### src/rtl/bomb_pkg.sv
// Shared types and default parameters for the bomb game-flow controller.
package bomb_pkg;

  typedef enum logic [2:0] {
    S_OFF,
    S_IDLE,
    S_ARMING,
    S_ARMED,
    S_DEFUSED,
    S_EXPLODED
  } game_state_t;

  localparam int NWIRES_DEF       = 4;
  localparam int DEB_CYCLES_DEF   = 16;
  localparam int FLASH_CYCLES_DEF = 2800;

endpackage

### src/rtl/bomb_game_ctrl_debounce.sv
// Multi-bit 2-FF synchronizer followed by an independent debounce counter per bit.
module debounce #(
  parameter int W          = 1,
  parameter int DEB_CYCLES = 16
) (
  input  logic         i_clk,
  input  logic         i_rst,
  input  logic [W-1:0] i_raw,
  output logic [W-1:0] o_deb
);

  localparam int CW = $clog2(DEB_CYCLES + 1);

  logic [W-1:0]         r_sync1;
  logic [W-1:0]         r_sync2;
  logic [W-1:0]         r_deb;
  logic [W-1:0][CW-1:0] r_cnt;

  // Synchronize, then flip a bit only after DEB_CYCLES consecutive disagreeing cycles.
  always_ff @(posedge i_clk) begin
    if (!i_rst) begin
      r_sync1 <= '0;
      r_sync2 <= '0;
      r_deb   <= '0;
      r_cnt   <= '0;
    end else begin
      r_sync1 <= i_raw;
      r_sync2 <= r_sync1;
      for (int i = 0; i < W; i++) begin
        if (r_sync2[i] != r_deb[i]) begin
          if (r_cnt[i] == CW'(DEB_CYCLES - 1)) begin
            r_deb[i] <= r_sync2[i];
            r_cnt[i] <= '0;
          end else begin
            r_cnt[i] <= r_cnt[i] + 1'b1;
          end
        end else begin
          r_cnt[i] <= '0;
        end
      end
    end
  end

  assign o_deb = r_deb;

endmodule

### src/rtl/bomb_game_ctrl.sv
// Game-flow controller for the bomb dot-matrix display: conditions player inputs,
// picks the secret wire on arming and resolves each round to DEFUSED or EXPLODED.
module bomb_game_ctrl
  import bomb_pkg::*;
#(
  parameter int NWIRES       = NWIRES_DEF,
  parameter int DEB_CYCLES   = DEB_CYCLES_DEF,
  parameter int FLASH_CYCLES = FLASH_CYCLES_DEF
) (
  input  logic                      i_clk,
  input  logic                      i_rst,
  input  logic                      i_power,
  input  logic                      i_arm_btn,
  input  logic [NWIRES-1:0]         i_wire_cut,
  input  logic                      i_fail_in,
  output logic                      o_start,
  output logic                      o_bomb_switch,
  output logic                      o_disp_rst,
  output logic                      o_defused,
  output logic                      o_exploded,
  output logic [$clog2(NWIRES)-1:0] o_target
);

  localparam int TW = $clog2(NWIRES);
  localparam int FW = $clog2(FLASH_CYCLES);

  game_state_t       r_state;
  game_state_t       w_state_nxt;
  logic [NWIRES+1:0] w_deb;
  logic              w_power_d;
  logic              w_arm_d;
  logic [NWIRES-1:0] w_cut_d;
  logic              r_arm_q;
  logic              r_arm_rise;
  logic [NWIRES-1:0] r_cut_q;
  logic [NWIRES-1:0] r_cut_rise;
  logic [TW-1:0]     r_sel_cnt;
  logic [TW-1:0]     r_target;
  logic [FW-1:0]     r_flash_cnt;
  logic              r_flash;
  logic [NWIRES-1:0] w_tgt_mask;

  debounce #(
    .W          (NWIRES + 2),
    .DEB_CYCLES (DEB_CYCLES)
  ) u_deb (
    .i_clk (i_clk),
    .i_rst (i_rst),
    .i_raw ({i_power, i_arm_btn, i_wire_cut}),
    .o_deb (w_deb)
  );

  assign w_power_d  = w_deb[NWIRES+1];
  assign w_arm_d    = w_deb[NWIRES];
  assign w_cut_d    = w_deb[NWIRES-1:0];
  assign w_tgt_mask = NWIRES'(1) << r_target;

  // Registered rising-edge pulses; releases and reconnects produce nothing.
  always_ff @(posedge i_clk) begin
    if (!i_rst) begin
      r_arm_q    <= 1'b0;
      r_arm_rise <= 1'b0;
      r_cut_q    <= '0;
      r_cut_rise <= '0;
    end else begin
      r_arm_q    <= w_arm_d;
      r_arm_rise <= w_arm_d & ~r_arm_q;
      r_cut_q    <= w_cut_d;
      r_cut_rise <= w_cut_d & ~r_cut_q;
    end
  end

  // Free-running wire selector; whatever it holds during ARMING becomes the target.
  always_ff @(posedge i_clk) begin
    if (!i_rst) begin
      r_sel_cnt <= '0;
      r_target  <= '0;
    end else begin
      r_sel_cnt <= (r_sel_cnt == TW'(NWIRES - 1)) ? '0 : r_sel_cnt + 1'b1;
      if (r_state == S_ARMING) r_target <= r_sel_cnt;
    end
  end

  // Blink generator: restarts lit on EXPLODED entry, toggles every FLASH_CYCLES.
  always_ff @(posedge i_clk) begin
    if (!i_rst) begin
      r_flash_cnt <= '0;
      r_flash     <= 1'b1;
    end else if (w_state_nxt == S_EXPLODED && r_state != S_EXPLODED) begin
      r_flash_cnt <= '0;
      r_flash     <= 1'b1;
    end else if (r_state == S_EXPLODED) begin
      if (r_flash_cnt == FW'(FLASH_CYCLES - 1)) begin
        r_flash_cnt <= '0;
        r_flash     <= ~r_flash;
      end else begin
        r_flash_cnt <= r_flash_cnt + 1'b1;
      end
    end
  end

  // State register.
  always_ff @(posedge i_clk) begin
    if (!i_rst) r_state <= S_OFF;
    else        r_state <= w_state_nxt;
  end

  // Next-state and output decode; losing power overrides everything.
  always_comb begin
    w_state_nxt   = r_state;
    o_start       = 1'b0;
    o_bomb_switch = 1'b0;
    o_disp_rst    = 1'b0;
    o_defused     = 1'b0;
    o_exploded    = 1'b0;

    if (!w_power_d) begin
      w_state_nxt = S_OFF;
    end else begin
      case (r_state)
        S_OFF:    w_state_nxt = S_IDLE;
        S_IDLE, S_DEFUSED, S_EXPLODED:
          if (r_arm_rise && w_cut_d == '0) w_state_nxt = S_ARMING;
        S_ARMING: w_state_nxt = S_ARMED;
        S_ARMED: begin
          if (i_fail_in)                          w_state_nxt = S_EXPLODED;
          else if (|(r_cut_rise & ~w_tgt_mask))   w_state_nxt = S_EXPLODED;
          else if (r_cut_rise[r_target])          w_state_nxt = S_DEFUSED;
        end
        default:  w_state_nxt = S_OFF;
      endcase
    end

    case (r_state)
      S_IDLE:     o_bomb_switch = 1'b1;
      S_ARMING: begin
        o_bomb_switch = 1'b1;
        o_disp_rst    = 1'b1;
      end
      S_ARMED: begin
        o_bomb_switch = 1'b1;
        o_start       = 1'b1;
      end
      S_DEFUSED: begin
        o_bomb_switch = 1'b1;
        o_defused     = 1'b1;
      end
      S_EXPLODED: begin
        o_exploded    = 1'b1;
        o_bomb_switch = r_flash;
      end
      default: ;
    endcase
  end

  assign o_target = r_target;

endmodule
### config.mk
export PLATFORM = sky130hd
export DESIGN_NAME = bomb_game_ctrl
export DESIGN_NICKNAME = d
export VERILOG_FILES = /design/src/rtl/bomb_pkg.sv /design/src/rtl/bomb_game_ctrl_debounce.sv /design/src/rtl/bomb_game_ctrl.sv
export SDC_FILE = /design/constraint.sdc
export NUM_CORES = 1
export LEC_CHECK = 0
export CAP_MARGIN = 30
export CORE_MARGIN = 5
export CORE_UTILIZATION = 45
export CTS_CLUSTER_DIAMETER = 200
export DETAILED_ROUTE_END_ITERATION = 6
export GPL_TIMING_DRIVEN = 0
export HOLD_SLACK_MARGIN = 0.12
export PLACE_DENSITY = 0.75
export REMOVE_ABC_BUFFERS = 1
export SLEW_MARGIN = 20
export SYNTH_ARGS = -nofsm -noshare
export SYNTH_HDL_FRONTEND = slang
export SYNTH_SLANG_ARGS = --single-unit
### constraint.sdc
create_clock -name i_clk -period 1.6 [get_ports i_clk]
set_clock_uncertainty 0.1 [all_clocks]
set_input_delay 0.24 -clock i_clk [delete_from_list [all_inputs] [get_ports i_clk]]
set_output_delay 0.24 -clock i_clk [all_outputs]
set_load 0.02 [all_outputs]
==> impl_metrics.ini <==
[status]
outcome = finished, final reports clean

[place]
dp_hpwl_um = 3440
dp_cells = 418
place.gp.congestion = 0.805
port_buffers = 15

[final_layout]
areaGrowthSynthToFinish_pct = 18.6
n_antenna_cell = 0
drive_above_1_share_pct = 19.2
final_cells = 440
multi_input_area_um2 = 1590
nets = 363
finish.utilization_pct = 54.7
n_fill_cell = 585
seq_area_um2 = 1580

[grt]
grt_max_degree = 22
top_usage_layer = met2
grt_pass1_vias = 2123
grt_util_met3_pct = 5.15
grtUsageMet1_pct = 13.4
use_met2_pct = 22.5
overflow = 0
track_usage_pct = 12.9
antenna_found_initial = 0
grt_pass1_wl_um = 8820

[route]
wire_per_inst_um = 11.5
wl_um = 5070
vias = 2158
viasPerCell = 4.90
drt_drc_violations_left = 0
dr.pass1.iters = 4
ant_nets = 0
drt_iter0_markers = 84

[cts]
cts_tree = done
cts_buffers = 9
clk_path_buf_depth = 2
clk_pin_slew_worst_paths_ps = 70
cts_sinks = 78
clk_latency_ps = 340
cts_max_level = 3
root_buffer = clkbuf_8

[synthesis]
syn_area_per_cell_um2 = 10.0
synth-edff-count = 0
yosysSeqAreaShare_pct = 49.9
ys_ff_latch = 78
ys_types = 41
ys.flop_type = dfxtp_1
netlist_area_um2 = 3130
synthCells = 312
synth_warnings = 0
ys_async_sr_fraction_pct = 0

[worst_setup_path]
endpoint_kind = output port
crit_type = register to output port
start_kind = register
crit_family = flip-flops
reg2reg_from = r_state[1]
crit_path_max_incr_delay_ps = 380
required_ps = 1260
crit_slowest_cell = dfxtp_4
ff2ff_setup_slack_ps = 90
cp.arrival_ps = 1250
path_buf_inv = 1
cp_max_fo = 8
worstPathCellList = nand2b_2 -> nor2_4 -> buf_4
critPathLaunch = r_state[2]

[pwr]
p_clk_share_pct = 36.4
p_switching_w = 0.000697
internal_power_w = 0.00255
leakagePower_nw = 1.43
ir_drop_mv = 0.549
cellPowerDensity_nw_per_um2 = 875
p_seq_share_pct = 60.6
p_sw_share_pct = 21.4
p_comb_share_pct = 3.0

[floorplan]
io_pins = 16
fp.dieH_um = 93.4
core_um2 = 6790
initial_core_util_pct = 46.1
row_count = 30
die_w_um = 93.4
die_area_um2 = 8730

[sta]
finalHoldViolations = 0
finalMaxSlewViolations = 0
min_period_ps = 1590
rsz0062_at_grt = yes
max_freq_ghz = 0.629
tns_ps = 0
finalSetupViolCount = 0
min_period_over_period_pct = 99.3
tightest_slew_ps = 473
maxSlewHeadroom_pct = 68.4

[run]
cap_violations = 0

[min_path]
hold_class = register to register
hold_start = r_cut_q[3]
[per-stage QoR]
stage | worst slack [ps] | total power (W) | cell area (µm²) | hold WS, ps
finish | 10.5 | 0.00325 | 3710 | 286
CTS | -155 | 0.00331 | 3610 | 285
global route | -37.8 | 0.00340 | 3710 | 293
global placement | -901 | 0.00210 | 3370 | 271
floorplan | -150 | 0.00206 | 3100 | 262
detailed placement | -665 | 0.00211 | 3380 | 275
[power groups by stage]
stage          combinational (W)  clock (W)  sequential [W]
6_report               0.0000962    0.00118         0.00197
5_1_grt                 0.000108    0.00132         0.00197
4_1_cts                0.0000976    0.00123         0.00198
3_5_place_dp           0.0000865          0         0.00202
3_3_place_gp           0.0000796          0         0.00202
2_1_floorplan          0.0000439          0         0.00202
[repair_timing]
action / in CTS / in global routing
resized for setup: 31 / 31
setup buffers: 5 / 2
hold buffers: 0 / 0
pin swaps: 2 / 7
setup endpoints to repair: 21 / 28
[synth_stat cells (2+ instances only)]
master	n	share of area [%]
a21boi_0	4	0.96
a21oi_1	7	1.1
and2_1	17	3.4
and3_1	8	1.6
and3b_1	2	0.56
clkbuf_1	4	0.48
dfxtp_1	78	50
ha_1	14	5.6
inv_1	16	1.9
mux2i_1	7	2.2
nand2_1	12	1.4
nand2b_1	4	0.80
nand3_1	14	2.2
nand3b_1	6	1.4
nand4_1	3	0.60
nor2_1	39	4.7
nor2_2	2	0.40
nor2b_1	11	2.2
nor3_1	4	0.64
nor3b_1	2	0.48
nor3b_2	5	2.0
nor4_1	5	1.0
nor4bb_1	2	0.64
o21ai_0	3	0.48
xnor2_1	14	3.9
xor2_1	14	3.9
[per-layer routing]
metal  wire [µm]  share of wire (%)  vias up
met5           0                  0        -
met4          82                1.6        0
met3         262                5.2        8
met2        2580                 51       43
met1        2150                 42     1001
li1            -                  -     1106
[final timing paths]
check | endpoint | cells after the start
worst max-delay path | o_disp_rst | 3
worst max register to register | r_flash_cnt[7] | 5
worst min register to register | r_cut_rise[3] | 1
worst min-delay path | r_cut_rise[3] | 1
[kinds of logic after synthesis]
kind of cell	after synthesis	share of synthesized area (%)
flip-flops	78	49.9
AO/OA/AOI/OAI	21	4.55
buffers and inverters	22	3.00
multiplexers	8	2.96
AND/OR/NAND/NOR	141	26.2
XOR/XNOR	28	7.83
adder cells (fa/ha/maj)	14	5.59
[final cells by class]
| type | count | share of cell area [%] |
|---|---|---|
| clock buffer | 10 | 3.44 |
| clock inverter | 5 | 0.741 |
| inverter | 16 | 1.62 |
| multi-input combinational | 212 | 42.7 |
| sequential | 78 | 42.6 |
| tap | 96 | 3.23 |
| timing repair buffer | 23 | 5.73 |
[layout by cell type (no fill, tap or decap), types with 9 or more instances in the layout]
master	instances
xor2_1	14
nand2_1	12
nand3_1	13
nor2b_1	11
xnor2_1	14
dfxtp_1	72
nor2_1	38
and2_1	17
inv_1	13
clkbuf_8	9
[registers in the layout, summed over array words and instances (netlist names), 2 cells and up]
name and flops:
u_deb.r_sync1 6, r_cut_q 4, r_sel_cnt 2, u_deb.r_cnt 30, u_deb.o_deb 6, o_target 2, r_state 3, u_deb.r_sync2 6
r_cut_rise 4, r_flash_cnt 12
No activity file was read; power rests on OpenSTA's default activity.
